--- config.mk ---
export PLATFORM = sky130hd
export DESIGN_NAME = alu_exe_pipe
export DESIGN_NICKNAME = d
export VERILOG_FILES = /design/src/rtl/alu_exe_pkg.sv /design/src/rtl/alu_exe_pipe_core.sv /design/src/rtl/alu_exe_pipe.sv
export SDC_FILE = /design/constraint.sdc
export NUM_CORES = 1
export LEC_CHECK = 0
export CAP_MARGIN = 20
export CORE_MARGIN = 2
export CORE_UTILIZATION = 28
export DETAILED_ROUTE_END_ITERATION = 6
export PLACE_DENSITY = 0.47
export SLEW_MARGIN = 20
export SYNTH_ARGS = -nofsm -noshare
export SYNTH_HDL_FRONTEND = slang
export SYNTH_SLANG_ARGS = --single-unit
--- constraint.sdc ---
create_clock -name clk -period 11.2 [get_ports clk]
set_input_delay 2.24 -clock clk [delete_from_list [all_inputs] [get_ports clk]]
set_output_delay 2.24 -clock clk [all_outputs]
set_load 0.02 [all_outputs]
--- src/rtl/alu_exe_pkg.sv ---
// Shared types for the integer ALU execute pipe.
//   alu_op_e   : 4-bit ALU opcode set understood by alu_core.
//   exe_uop_t  : issued uop as seen by the execute stage (default widths).
//   res_uop_t  : computed result travelling towards commit (default widths).
// The DEF_* widths match the default parameters of alu_exe_pipe; pipes built
// with other widths declare equivalent local types from their parameters.
package alu_exe_pkg;

  localparam int DEF_DATA_W = 32;
  localparam int DEF_PREG_W = 6;
  localparam int DEF_ROB_W  = 6;

  typedef enum logic [3:0] {
    OP_ADD = 4'd0,
    OP_SUB = 4'd1,
    OP_SLT = 4'd2,
    OP_AND = 4'd3,
    OP_OR  = 4'd4,
    OP_XOR = 4'd5,
    OP_NOR = 4'd6,
    OP_SLL = 4'd7,
    OP_SR  = 4'd8,
    OP_LUI = 4'd9
  } alu_op_e;

  typedef struct packed {
    logic [DEF_DATA_W-1:0] src0;
    logic [DEF_DATA_W-1:0] src1;
    logic                  signed_op;
    logic [3:0]            op;
    logic [DEF_PREG_W-1:0] pdest;
    logic [DEF_ROB_W-1:0]  rob;
  } exe_uop_t;

  typedef struct packed {
    logic [DEF_DATA_W-1:0] wdata;
    logic [DEF_PREG_W-1:0] pdest;
    logic [DEF_ROB_W-1:0]  rob;
  } res_uop_t;

endpackage

--- src/rtl/alu_exe_pipe_core.sv ---
// Purely combinational integer ALU.
//   src0, src1 : operands (src1 already muxed with the immediate)
//   signed_op  : selects signed compare / arithmetic right shift
//   op         : alu_op_e opcode; undefined codes produce 0
//   res        : result, add/sub wrap modulo 2^DATA_W
module alu_core
  import alu_exe_pkg::*;
#(
  parameter int DATA_W = 32
) (
  input  logic [DATA_W-1:0] src0,
  input  logic [DATA_W-1:0] src1,
  input  logic              signed_op,
  input  logic [3:0]        op,
  output logic [DATA_W-1:0] res
);

  localparam int SH_W = $clog2(DATA_W);

  logic [SH_W-1:0] shamt;
  logic            lt;

  assign shamt = src1[SH_W-1:0];
  assign lt    = signed_op ? ($signed(src0) < $signed(src1)) : (src0 < src1);

  always_comb begin
    res = '0;
    case (op)
      OP_ADD:  res = src0 + src1;
      OP_SUB:  res = src0 - src1;
      OP_SLT:  res = {{(DATA_W-1){1'b0}}, lt};
      OP_AND:  res = src0 & src1;
      OP_OR:   res = src0 | src1;
      OP_XOR:  res = src0 ^ src1;
      OP_NOR:  res = ~(src0 | src1);
      OP_SLL:  res = src0 << shamt;
      OP_SR:   res = signed_op ? DATA_W'($signed(src0) >>> shamt) : (src0 >> shamt);
      OP_LUI:  res = src1;
      default: res = '0;
    endcase
  end

endmodule

--- src/rtl/alu_exe_pipe.sv ---
// Integer ALU execute pipe: issue handshake in, STAGES register stages,
// commit handshake out. s1 holds operands, s2..sSTAGES hold the result.
//   clk, rst_n      : clock, asynchronous active-low reset
//   flush_i         : kill every in-flight uop and the same-cycle capture
//   exe_*           : issue port (valid/ready) with operands, op, pdest, rob
//   cmt_*           : commit port (valid/ready) with result, pdest, rob, we
//
// Handshake: a transfer happens at a rising edge where valid and ready are
// both 1. Ready never depends on valid of the same port, valid/payload of a
// producer stay stable until the transfer completes. The ready chain is
// combinational from cmt_ready_i: a stage is ready when it is empty or when
// every stage below it up to commit can drain this cycle.
module alu_exe_pipe
  import alu_exe_pkg::*;
#(
  parameter int DATA_W = 32,
  parameter int PREG_W = 6,
  parameter int ROB_W  = 6,
  parameter int STAGES = 2
) (
  input  logic              clk,
  input  logic              rst_n,
  input  logic              flush_i,
  input  logic              exe_valid_i,
  output logic              exe_ready_o,
  input  logic [DATA_W-1:0] exe_src0_i,
  input  logic [DATA_W-1:0] exe_src1_i,
  input  logic [DATA_W-1:0] exe_imm_i,
  input  logic              exe_imm_vld_i,
  input  logic              exe_signed_i,
  input  logic [3:0]        exe_op_i,
  input  logic [PREG_W-1:0] exe_pdest_i,
  input  logic [ROB_W-1:0]  exe_rob_i,
  output logic              cmt_valid_o,
  input  logic              cmt_ready_i,
  output logic              cmt_we_o,
  output logic [DATA_W-1:0] cmt_wdata_o,
  output logic [PREG_W-1:0] cmt_pdest_o,
  output logic [ROB_W-1:0]  cmt_rob_o
);

  if (STAGES < 2 || STAGES > 6) begin : g_bad_stages
    $error("alu_exe_pipe: STAGES must be in 2..6");
  end

  typedef struct packed {
    logic [DATA_W-1:0] src0;
    logic [DATA_W-1:0] src1;
    logic              signed_op;
    logic [3:0]        op;
    logic [PREG_W-1:0] pdest;
    logic [ROB_W-1:0]  rob;
  } s1_uop_t;

  typedef struct packed {
    logic [DATA_W-1:0] wdata;
    logic [PREG_W-1:0] pdest;
    logic [ROB_W-1:0]  rob;
  } res_t;

  logic [STAGES:1]   vld;
  logic [STAGES+1:1] rdy;
  s1_uop_t           s1_q;
  res_t              res_q [2:STAGES];
  logic [DATA_W-1:0] alu_res;

  // Each rdy bit is derived directly from vld so the chain has no
  // self-referencing vector: stage i may advance if commit takes an entry
  // or any stage from i down to the last one holds a bubble.
  always_comb begin
    rdy = '0;
    rdy[STAGES+1] = cmt_ready_i;
    for (int i = 1; i <= STAGES; i++) begin
      rdy[i] = cmt_ready_i;
      for (int j = i; j <= STAGES; j++) begin
        if (!vld[j]) rdy[i] = 1'b1;
      end
    end
  end

  assign exe_ready_o = rdy[1];

  // s1: operand capture, immediate mux applied before the register.
  always_ff @(posedge clk or negedge rst_n) begin
    if (!rst_n) begin
      vld[1] <= 1'b0;
      s1_q   <= '0;
    end else begin
      if (flush_i)     vld[1] <= 1'b0;
      else if (rdy[1]) vld[1] <= exe_valid_i;
      if (!flush_i && rdy[1] && exe_valid_i) begin
        s1_q.src0      <= exe_src0_i;
        s1_q.src1      <= exe_imm_vld_i ? exe_imm_i : exe_src1_i;
        s1_q.signed_op <= exe_signed_i;
        s1_q.op        <= exe_op_i;
        s1_q.pdest     <= exe_pdest_i;
        s1_q.rob       <= exe_rob_i;
      end
    end
  end

  alu_core #(.DATA_W(DATA_W)) u_alu_core (
    .src0      (s1_q.src0),
    .src1      (s1_q.src1),
    .signed_op (s1_q.signed_op),
    .op        (s1_q.op),
    .res       (alu_res)
  );

  // s2 captures the ALU result, later stages copy it unchanged.
  for (genvar i = 2; i <= STAGES; i++) begin : g_stg
    res_t res_in;
    if (i == 2) begin : g_first
      assign res_in = {alu_res, s1_q.pdest, s1_q.rob};
    end else begin : g_copy
      assign res_in = res_q[i-1];
    end

    always_ff @(posedge clk or negedge rst_n) begin
      if (!rst_n) begin
        vld[i]   <= 1'b0;
        res_q[i] <= '0;
      end else begin
        if (flush_i)     vld[i] <= 1'b0;
        else if (rdy[i]) vld[i] <= vld[i-1];
        if (rdy[i] && vld[i-1]) res_q[i] <= res_in;
      end
    end
  end

  assign cmt_valid_o = vld[STAGES];
  assign cmt_wdata_o = res_q[STAGES].wdata;
  assign cmt_pdest_o = res_q[STAGES].pdest;
  assign cmt_rob_o   = res_q[STAGES].rob;
  // preg 0 is hardwired zero, so it is never written.
  assign cmt_we_o    = cmt_valid_o && (res_q[STAGES].pdest != '0);

endmodule

[Word-level counts from Yosys, hierarchy flattened]
Index checks and enable logic that the tools add are counted.
Operators by class
  eq/ne operators: 9
  reduce and logical (&&, ||, !) cells: 9
  order comparisons: 2
  shifts and indexed selects: 3
  bitwise gates (word level): 4
  multipliers: 0
  add/subtract/negate cells: 2
  div/mod/pow operators: 0
  mux-type cells: 11
Operators with widths (count)
  32-bit case mux with 10 select lines: 1
  32-bit less-than comparator: 2
  32-bit 2-to-1 mux: 2
  32-bit adder: 1
  32-bit AND: 1
  32-bit NOT: 1
  32-bit bitwise OR: 1
  32-bit by 5-bit << shifter with 32-bit output: 1
  32-bit by 5-bit right shift with 32-bit output: 1
  32-bit by 5-bit >>> shifter with 32-bit output: 1
  32-bit subtractor: 1
  32-bit XOR: 1
  4-bit by 3-bit == test with 1-bit output, second input constant: 4
  4-bit by 2-bit == test with 1-bit output, second input constant: 2
  4-bit == test, second input constant: 2
  1-bit 2-to-1 mux: 8
  6-bit nonzero test: 1
  4-bit by 1-bit == test with 1-bit output, second input constant: 1
  1-bit logical AND: 4
  4-bit logical NOT: 1
  2-bit nonzero test: 2
  1-bit logical NOT: 1
Word-level totals
  output and inout port bits: 47
  memories kept: 0
  memory bits (read-only): 0
  bits in latches: 0
  memory bits (writable): 0
  register bits after elaboration: 127

[Longest topological paths before layout]
Gate-level depths: netlist (run 1).
  word-level depth: 4
  mapped depth: 15
  gate-level depth less buffers: 13

[Cells and area by module]
Synthesis (run 1) repeated with hierarchy kept, for this count alone.
Unflattened totals
  cells, all modules: 1621
  area, all modules: 14034.7 sq um
Modules (own cells, without submodules)
  alu_core: times used 1, area an instance 8854.7 sq um, seq. area each 0.0 sq um, cells each 1308
  alu_exe_pipe: times used 1, area an instance 5180.0 sq um, seq. area each 3178.0 sq um, cells each 313

[Worst setup path after synthesis (run 1)]
No wires, ideal clock.
  kind: input to output
  from: input port cmt_ready_i
  to: output port exe_ready_o
  path slack: 6364 ps
  required time: 8960 ps
  stages: 2
  data arrival time: 2596 ps
  buffers on the path: 0
  cell sequence: nor2b_1 > nand2_1
Between the ends
  cells in the longest elaborated chain, start to end: 2
RTL lines
  start, declared: RTL line alu_exe_pipe.sv:35  | input logic cmt_ready_i,
  1-bit 2-to-1 mux (2 in series): RTL line alu_exe_pipe.sv:76  | if (!vld[j]) rdy[i] = 1'b1;
  end, declared: RTL line alu_exe_pipe.sv:25  | output logic exe_ready_o,
Every way passes these cells.

[Worst setup path in the final report (run 1)]
Same ends and word-level chain as after synthesis.

==> results of run 1 <==
metal layers:
layer | vias to the layer above | GRT usage [%] | part of all wire, %
met5 | - | 0 | 0.020
met4 | 2 | 11.1 | 4.4
met3 | 140 | 5.24 | 7.9
met2 | 754 | 38.3 | 44
met1 | 7352 | 33.1 | 43
li1 | 6690 | - | -
power groups by stage:
stage	Sequential [mW]	Combinational, mW	Clock (mW)
3_5_place_dp	0.713	1.68	0
4_1_cts	0.704	1.69	0.638
2_1_floorplan	0.679	1.08	0
6_report	0.706	1.73	0.619
5_1_grt	0.719	1.85	0.654
3_3_place_gp	0.711	1.68	0
final cells by class:
| class | instances | area (µm²) |
|---|---|---|
| Clock inverter | 15 | 188 |
| Timing Repair Buffer | 200 | 1910 |
| Inverter | 99 | 372 |
| Fill cell | 5430 | 34000 |
| Clock buffer | 17 | 425 |
| Tap cell | 680 | 851 |
| Multi-Input combinational cell | 1389 | 10300 |
| Sequential cell | 127 | 3190 |
worst max-delay path by stage:
stage | start | endpoint | slack [ns] | depth (start not counted)
4_1_cts | cmt_ready_i | exe_ready_o | 5.43 | 4
5_1_grt | cmt_ready_i | exe_ready_o | 5.37 | 4
6_report | cmt_ready_i | exe_ready_o | 5.44 | 4
3_5_place_dp | cmt_ready_i | exe_ready_o | 5.44 | 4
2_1_floorplan | cmt_ready_i | exe_ready_o | 6.36 | 2
3_3_place_gp | cmt_ready_i | exe_ready_o | 5.47 | 4
synth_stat cells, types with 14 or more instances:
cell type / count / area share (%)
nand2_1: 194 / 5.0
a21oi_1: 149 / 5.2
nor2_1: 131 / 3.4
dfrtp_1: 127 / 22
o21ai_0: 121 / 4.2
ha_1: 97 / 8.4
inv_1: 96 / 2.5
clkbuf_1: 86 / 2.2
mux2i_1: 76 / 5.3
mux2_2: 74 / 5.8
nand3_1: 41 / 1.4
mux4_2: 35 / 5.4
buf_2: 30 / 1.0
nor3_1: 30 / 1.0
a22oi_1: 29 / 1.5
a221oi_1: 28 / 1.7
a211oi_1: 26 / 1.3
o211ai_1: 25 / 1.3
xnor2_1: 23 / 1.4
buf_1: 19 / 0.49
o21ai_1: 19 / 0.66
nand2b_1: 17 / 0.74
a31oi_1: 14 / 0.61
nand4_1: 14 / 0.61
logic make-up (layout without fill, tap and decap cells):
family	count (synthesis)	count (layout)	share of synthesized area, %
buffers and inverters	244	331	7.15
DFF	127	127	22.0
muxes	198	198	18.6
xor gates and xnor gates	35	35	2.12
AOI/OAI and AO/OA	566	566	26.0
adders and majority gates	99	99	8.67
and+or+nand+nor	491	491	15.4
tightest hold or removal path, cell delays in order, from the launching register on:
cell	delay, ns
dfrtp_1	0.34
nand2_1	0.04
o21ai_0	0.06
state kept, by name (all words and copies together) (netlist names):
name and count:
cmt_rob_o 6, cmt_pdest_o 6, cmt_wdata_o 32, vld 1
g_stg.res_in 12, cmt_valid_o 1, s1_q 69
==> run_results.csv, run 1 <==
group,metric,value,unit
status,outcome,"finished clean",
critical_path,end_kind,"primary output",
pwr,power_frac_comb,56.6,%
critical_path,path_delay_family,"buffers and inverters",
clock_network,cts_hold_buf,0,
clock_network,clk_path_buf_depth,2,
timing,fin_worst_skew,0.0220,ns
critical_path,path_class,"in2out",
logic_synthesis,synth_edf_count,0,
clock_network,cts.sinks,127,
floorplan,coreArea,51200,µm²
placed_design,placed_area,16600,µm²
pwr,p_clk_share,20.3,%
timing,maxSlewViolCount,0,
floorplan,rows,83,
logic_synthesis,netlist_instances,1760,
global_route,grt_max_degree,81,
detailed_routing,antenna_left,0,
pwr,p_leak,6.97,nW
global_route,overflow,0,
global_route,grt_pass1_vias,14294,
critical_path,critPathBufInv,2,
clock_network,cts_root_buf,"clkbuf_16",
critical_path,r2r_start,"s1_q[17]",
logic_synthesis,ys_seq_elements,127,
detailed_routing,routed_wl,66200,µm
pwr,p_per_area,177,nW/µm²
critical_path,worstPathRequired,8.96,ns
floorplan,die_x,231,µm
clock_network,cts-buffers-inserted,17,
placed_design,dpl.cell_count,2494,
placed_design,numPortBuffers,165,
finish,syn_to_final_growth,19.1,%
finish,layout.nets,2052,
timing,hold_violations,0,
critical_path,crit_path_frequent_cell,"clkdlybuf4s50_1",
min_path,min-delay-start,"cmt_wdata_o[1]",
critical_path,critical_path_arrival,3.52,ns
min_path,hold_path_depth,2,
timing,worst_pin_slew,1.15,ns
placed_design,hpwlAfterDp,48400,µm
run,cap_violations,0,
detailed_routing,vias,14938,
finish,drive_above_1_share,11.9,%
min_path,holdPathEnd,"cmt_wdata_o[1]",
pwr,p_sw,1.51,mW
pwr,vdd.ir_drop.worst,0.126,mV
pwr,pwr-share-seq,23.2,%
timing,fin_crit,5.76,ns
detailed_routing,drt_iter0_drc,1777,
detailed_routing,firstDrtPassIters,6,
critical_path,slowest_stage,"clkdlybuf4s50_1",
timing,fmax,174,MHz
floorplan,die_h,231,µm
detailed_routing,routedWlPerCell,26.2,µm
critical_path,cp-start-kind,"input port",
clock_network,path_clk_slew,0.06,ns
floorplan,start_util,28.3,%
global_route,grt_first_pass_wirelength,98000,µm
pwr,p_int,1.54,mW
placed_design,dp_slack,5.44,ns
timing,min_period_over_period,51.4,%
critical_path,crit_fanout,4,
finish,antenna_cells,0,
timing,grt_setup_unrepaired,"no",
clock_network,insertion_delay,0.51,ns
clock_network,post_cts_resized,0,
timing,worst_slack,5.44,ns
critical_path,crit_chain,"clkdlybuf4s50_1 -> nor2b_1 -> nand2_1 -> clkdlybuf4s50_1",
logic_synthesis,async_flop_share,100,%
detailed_routing,drc,0,
critical_path,worstReg2RegEnd,"cmt_wdata_o[2]",
global_route,antenna_found_initial,1,
critical_path,r2r_cells,10,
timing,hold-worst-slack,0.480,ns
pwr,swShare,49.4,%
floorplan,io_pins,166,
finish,fin_cells,2527,
critical_path,regToRegSetupSlack,6.83,ns
timing,maxSlewHeadroom,23.3,%
logic_synthesis,synth_ff_type,"dfrtp_1",
floorplan,design.die.area,53500,µm²
finish,final_common_cell,"nand2_1",
logic_synthesis,synth-seq-area-share,22.0,%
logic_synthesis,syn-cell-area,14500,µm²
logic_synthesis,synth_area_per_cell,8.22,µm²
timing,setup_viol,0,
finish,design_area,17200,µm²
finish,postLayoutCoreUtil,33.6,%
finish,final_cell_mix,"nand2_1, clkdlybuf4s50_1, a21oi_1",
logic_synthesis,yosys_warnings,0,
clock_network,cts_tree,"done",
logic_synthesis,yosysUniqueCellTypes,96,
pwr,finalPower,3.05,mW
critical_path,slowest_delay,0.55,ns
clock_network,post_cts_buffers,0,
placed_design,gp_congestion,0.981,
min_path,hold_path_class,"reg2reg",
clock_network,htree_levels,4,
global_route,grt_usage,24.8,%
timing,setup_tns,0,ns
detailed_routing,via_per_inst,5.91,
logic_synthesis,syn-num-nets,1978,
(Power assumes the default switching activity.)
==> inputs of run 2 (changes only) <==
Settings changed: PLACE_DENSITY 0.47 to 0.48.
Clock period 11.2 ns to 5 ns, I/O delays scaled along.
==> run 2 against run 1 <==
  * Clock power up 120%
  * Worst setup slack lost 4.3 ns
  * Register-to-register slack worse by 5.7 ns
  * Clock skew decreased by 0.0036 ns
  * Routed wire length up 3.8%
  * Sequential power is 120% higher
  * Critical endpoint is now cmt_wdata_o[27]
  * Highest routed layer is now met4
==> run_results.csv, run 2 (same netlist as run 1, synthesis figures left out) <==
group,metric,value,unit
status,outcome,"finished clean",
global_route,overflow,0,
critical_path,slowest_delay,0.81,ns
clock_network,cts_root_buf,"clkbuf_16",
floorplan,design.die.area,53500,µm²
detailed_routing,drc,0,
critical_path,path_delay_family,"compound AO/OA/AOI/OAI gates",
critical_path,crit_chain,"inv_1 -> ha_1 -> o311ai_0 -> nor3_1 -> a211oi_1 -> o21ai_0 -> xnor2_1 -> o221ai_1 -> a22o_1",
finish,top_register,"s1_q",
timing,setup_tns,0,ns
placed_design,gp_congestion,1.02,
pwr,p_leak,7.09,nW
clock_network,insertion_delay,0.49,ns
placed_design,dp_slack,1.14,ns
finish,fin_cells,2553,
clock_network,cts-buffers-inserted,17,
timing,maxSlewHeadroom,30.4,%
detailed_routing,firstDrtPassIters,6,
global_route,grt_pass1_vias,14628,
floorplan,rows,83,
floorplan,coreArea,51200,µm²
finish,final_cell_mix,"nand2_1, clkdlybuf4s50_1, a21oi_1",
global_route,grt_first_pass_wirelength,101000,µm
clock_network,path_clk_slew,0.06,ns
finish,layout.nets,2077,
floorplan,die_x,231,µm
min_path,hold_path_class,"reg2reg",
finish,n_fill_cell,5401,
min_path,min-delay-start,"cmt_wdata_o[5]",
timing,maxSlewViolCount,0,
timing,hold-worst-slack,0.486,ns
critical_path,r2r_start,"s1_q[71]",
detailed_routing,via_per_inst,5.95,
clock_network,post_cts_buffers,0,
timing,hold_violations,0,
critical_path,crit_fanout,17,
critical_path,critPathBufInv,1,
timing,min_period_over_period,78.0,%
global_route,met1_usage,33.4,%
clock_network,post_cts_resized,0,
clock_network,htree_levels,4,
finish,drive_above_1_share,12.9,%
pwr,p_per_area,397,nW/µm²
critical_path,cp-startpoint,"s1_q[71]",
placed_design,hpwlAfterDp,52100,µm
detailed_routing,routed_wl,68800,µm
critical_path,path_class,"reg2reg",
critical_path,cp-start-kind,"register",
clock_network,clk_path_buf_depth,2,
clock_network,cts.sinks,127,
timing,fin_crit,3.90,ns
global_route,grt_usage,25.7,%
clock_network,cts_hold_buf,0,
detailed_routing,drt_iter0_drc,1737,
placed_design,dpl.cell_count,2520,
timing,worst_pin_slew,1.03,ns
detailed_routing,vias,15179,
global_route,antenna_found_initial,0,
run,cap_violations,0,
floorplan,io_pins,166,
timing,fmax,256,MHz
placed_design,placed_area,16800,µm²
detailed_routing,routedWlPerCell,26.9,µm
timing,worst_slack,1.10,ns
global_route,grtUsageMet2,40.5,%
floorplan,die_h,231,µm
global_route,grt_max_degree,72,
critical_path,critical_path_arrival,4.27,ns
critical_path,slowest_stage,"o311ai_0",
pwr,vdd.ir_drop.worst,0.287,mV
detailed_routing,antenna_left,0,
finish,syn_to_final_growth,20.5,%
timing,setup_viol,0,
finish,largest_reg_flops,69,
placed_design,numPortBuffers,165,
global_route,met3_usage,5.34,%
finish,design_area,17400,µm²
critical_path,end_kind,"register",
finish,final_common_cell,"nand2_1",
global_route,grt_most_used_layer,"met2",
timing,grt_setup_unrepaired,"no",
critical_path,worstPathRequired,5.37,ns
floorplan,start_util,28.3,%
timing,fin_worst_skew,0.0184,ns
clock_network,cts_tree,"done",
[run 2: cell type report]
cell class | instances | area (µm²) | area share [%]
clock buffers | 18 | 439 | 2.52
inverters | 99 | 372 | 2.13
well taps | 680 | 851 | 4.88
repair buffers | 225 | 2120 | 12.2
clock inverters | 14 | 170 | 0.976
multi-input cells | 1389 | 10300 | 59.0
flip-flops and latches | 127 | 3190 | 18.3
diodes | 1 | 2.50 | 0.0144
[run 2: stage by stage]
stage	power, mW	util (%)
floorplan	3.94	-
global placement	5.46	32.9
detailed placement	5.46	32.9
CTS	6.87	34.0
global route	7.28	34.0
finish	6.92	34.1
[run 2: final timing paths]
check | to | slack (ns) | cells past startpoint
setup / recovery | cmt_wdata_o[27] | 1.10 | 9
hold / removal | cmt_wdata_o[5] | 0.49 | 2
setup reg to reg | cmt_wdata_o[27] | 1.10 | 9
hold reg to reg | cmt_wdata_o[5] | 0.49 | 2
max in group asynchronous | cmt_pdest_o[0] | 3.45 | 2
min in group asynchronous | s1_q[80] | 0.53 | 1
[run 2: routing by layer]
metal	vias up	part of all wire [%]
met5	-	0
met4	0	4.8
met2	836	45
met3	146	8.3
met1	7465	42
li1	6732	-
[run 2: worst min-delay path: cells and delay by family (launching register included)]
family / cells / cell delay [ns]
flip-flops: 1 / 0.35
AND/OR/NAND/NOR: 1 / 0.05
AO/OA/AOI/OAI: 1 / 0.06
[run 2: power breakdown]
group | switching, mW | internal, mW
clock | 0.599 | 0.765
sequential | 0.362 | 1.22
combinational | 2.46 | 1.51
total | 3.42 | 3.50
==> inputs of run 3 (changes only) <==
Settings changed: PLACE_DENSITY 0.48 to 0.47.
Clock period 5 ns to 4 ns, I/O delays scaled along.
==> run 3 against run 2 <==
  * Utilization rose by 0.67 points
  * Maximum frequency rose by 1.1%
  * First-iteration DRC count fell by 0.46%
  * Critical path type unchanged
  * Critical endpoint is now cmt_wdata_o[24]
  * Largest power group unchanged
==> run_results.csv, run 3 (same netlist as run 1, synthesis figures left out) <==
group,metric,value,unit
clock_network,insertion_delay,0.51,ns
timing,hold-worst-slack,0.327,ns
critical_path,cp-start-kind,"register",
timing,worst_pin_slew,0.923,ns
min_path,hold_path_class,"in2async",
critical_path,slowest_stage,"nor4_1",
placed_design,numPortBuffers,165,
timing,grt_setup_unrepaired,"no",
timing,fmax,259,MHz
detailed_routing,routed_wl,70300,µm
finish,top_register,"s1_q",
finish,fin_cells,2601,
critical_path,path_class,"reg2reg",
finish,layout.nets,2126,
detailed_routing,vias,15442,
timing,setup_viol,0,
clock_network,cts_hold_buf,0,
detailed_routing,firstDrtPassIters,5,
floorplan,design.die.area,53500,µm²
detailed_routing,drt_iter0_drc,1729,
finish,antenna_cells,0,
finish,drive_above_1_share,15.2,%
pwr,p_per_area,488,nW/µm²
clock_network,post_cts_resized,0,
pwr,p_leak,7.31,nW
clock_network,cts.sinks,127,
timing,setup_tns,0,ns
global_route,grt_usage,26.2,%
detailed_routing,antenna_left,0,
timing,maxSlewViolCount,0,
clock_network,clk_path_buf_depth,2,
critical_path,worstPathRequired,4.33,ns
clock_network,htree_levels,4,
floorplan,io_pins,166,
timing,hold_violations,0,
critical_path,critPathBufInv,1,
detailed_routing,routedWlPerCell,27.0,µm
clock_network,cts_root_buf,"clkbuf_16",
clock_network,cts_tree,"done",
critical_path,end_kind,"register",
critical_path,crit_fanout,23,
pwr,p_int,4.36,mW
detailed_routing,via_per_inst,5.94,
finish,final_common_cell,"nand2_1",
finish,largest_reg_flops,69,
global_route,grt_pass1_vias,14817,
floorplan,coreArea,51200,µm²
global_route,antenna_found_initial,0,
finish,design_area,17800,µm²
clock_network,cts-buffers-inserted,17,
pwr,swShare,49.7,%
placed_design,gp_congestion,1.01,
finish,n_fill_cell,5410,
timing,maxSlewHeadroom,37.9,%
run,cap_violations,0,
finish,syn_to_final_growth,22.9,%
critical_path,regToRegSetupSlack,0.14,ns
pwr,p_sw,4.31,mW
clock_network,path_clk_slew,0.07,ns
timing,fin_crit,3.86,ns
floorplan,die_x,231,µm
global_route,grt_first_pass_wirelength,103000,µm
finish,final_cell_mix,"nand2_1, clkdlybuf4s50_1, a21oi_1",
placed_design,hpwlAfterDp,53300,µm
critical_path,path_delay_family,"simple AND/OR/NAND/NOR gates",
global_route,overflow,0,
pwr,p_clk_share,18.2,%
floorplan,die_h,231,µm
status,outcome,"finished clean",
pwr,vdd.ir_drop.worst,0.379,mV
placed_design,dpl.cell_count,2569,
timing,fin_worst_skew,0.0326,ns
placed_design,placed_area,17200,µm²
clock_network,post_cts_buffers,0,
floorplan,rows,83,
timing,min_period_over_period,96.5,%
critical_path,slowest_delay,0.71,ns
pwr,pwr-share-seq,21.3,%
global_route,grt_max_degree,114,
critical_path,crit_chain,"buf_4 -> mux4_1 -> nor2_1 -> a21oi_1 -> a21oi_1 -> nor2_1 -> nor4_1 -> o311ai_0 -> nor3_1 -> a311oi_1",
critical_path,critical_path_arrival,4.19,ns
pwr,power_frac_comb,60.6,%
detailed_routing,drc,0,
floorplan,start_util,28.3,%
pwr,finalPower,8.68,mW
-- run 3: changes by cell type in the layout (fill, tap and decap cells not counted), moves of 2 or more --
cell / change
buf_12: +2
buf_4: +48
bufinv_16: -2
clkinvlp_4: +2
-- run 3: worst reg2reg max path, cell delays in order (launching register included) --
cell and delay, ns:
dfrtp_4 0.56, buf_4 0.45, mux4_1 0.70, nor2_1 0.12, a21oi_1 0.09, a21oi_1 0.42
nor2_1 0.09, nor4_1 0.71, o311ai_0 0.28, nor3_1 0.19, a311oi_1 0.07
-- run 3: final timing paths --
| path | from | to | cells past startpoint |
|---|---|---|---|
| setup / recovery | s1_q[17] | cmt_wdata_o[24] | 10 |
| hold / removal | rst_n | cmt_wdata_o[6] | 1 |
| setup reg to reg | s1_q[17] | cmt_wdata_o[24] | 10 |
| hold reg to reg | cmt_wdata_o[10] | cmt_wdata_o[10] | 2 |
| max in group asynchronous | rst_n | cmt_wdata_o[9] | 2 |
| min in group clk | cmt_wdata_o[10] | cmt_wdata_o[10] | 2 |
-- run 3: final cells by class --
cell class | instances | area (µm²) | area share (%)
multi-input combinational | 1389 | 10300 | 57.9
sequential | 127 | 3190 | 17.9
timing repair buffer | 274 | 2520 | 14.2
tap | 680 | 851 | 4.79
clock buffer | 18 | 439 | 2.47
inverter | 99 | 372 | 2.09
clock inverter | 14 | 123 | 0.690
-- run 3: metal layers --
layer / part of all wire (%) / GRT usage [%] / vias up
met5: 0 / 0 / -
li1: - / - / 6827
met2: 44 / 40.3 / 879
met3: 8.1 / 5.49 / 176
met1: 42 / 34.4 / 7560
met4: 5.4 / 14.0 / 0
-- run 3: power groups by stage --
stage	registers (mW)	logic (mW)	clock network (mW)
floorplan	1.90	3.03	0
global placement	1.86	5.14	0
detailed placement	1.86	5.12	0
CTS	1.84	5.14	1.65
global route	1.87	5.59	1.69
finish	1.84	5.25	1.58
-- run 3: metrics by stage --
step	utilization (%)	setup WS, ns
after floorplan	-	0.309
after global placement	33.6	-0.0512
after detailed placement	33.6	-0.0776
after CTS	34.7	0.306
after global routing	34.7	0.167
final	34.7	0.141
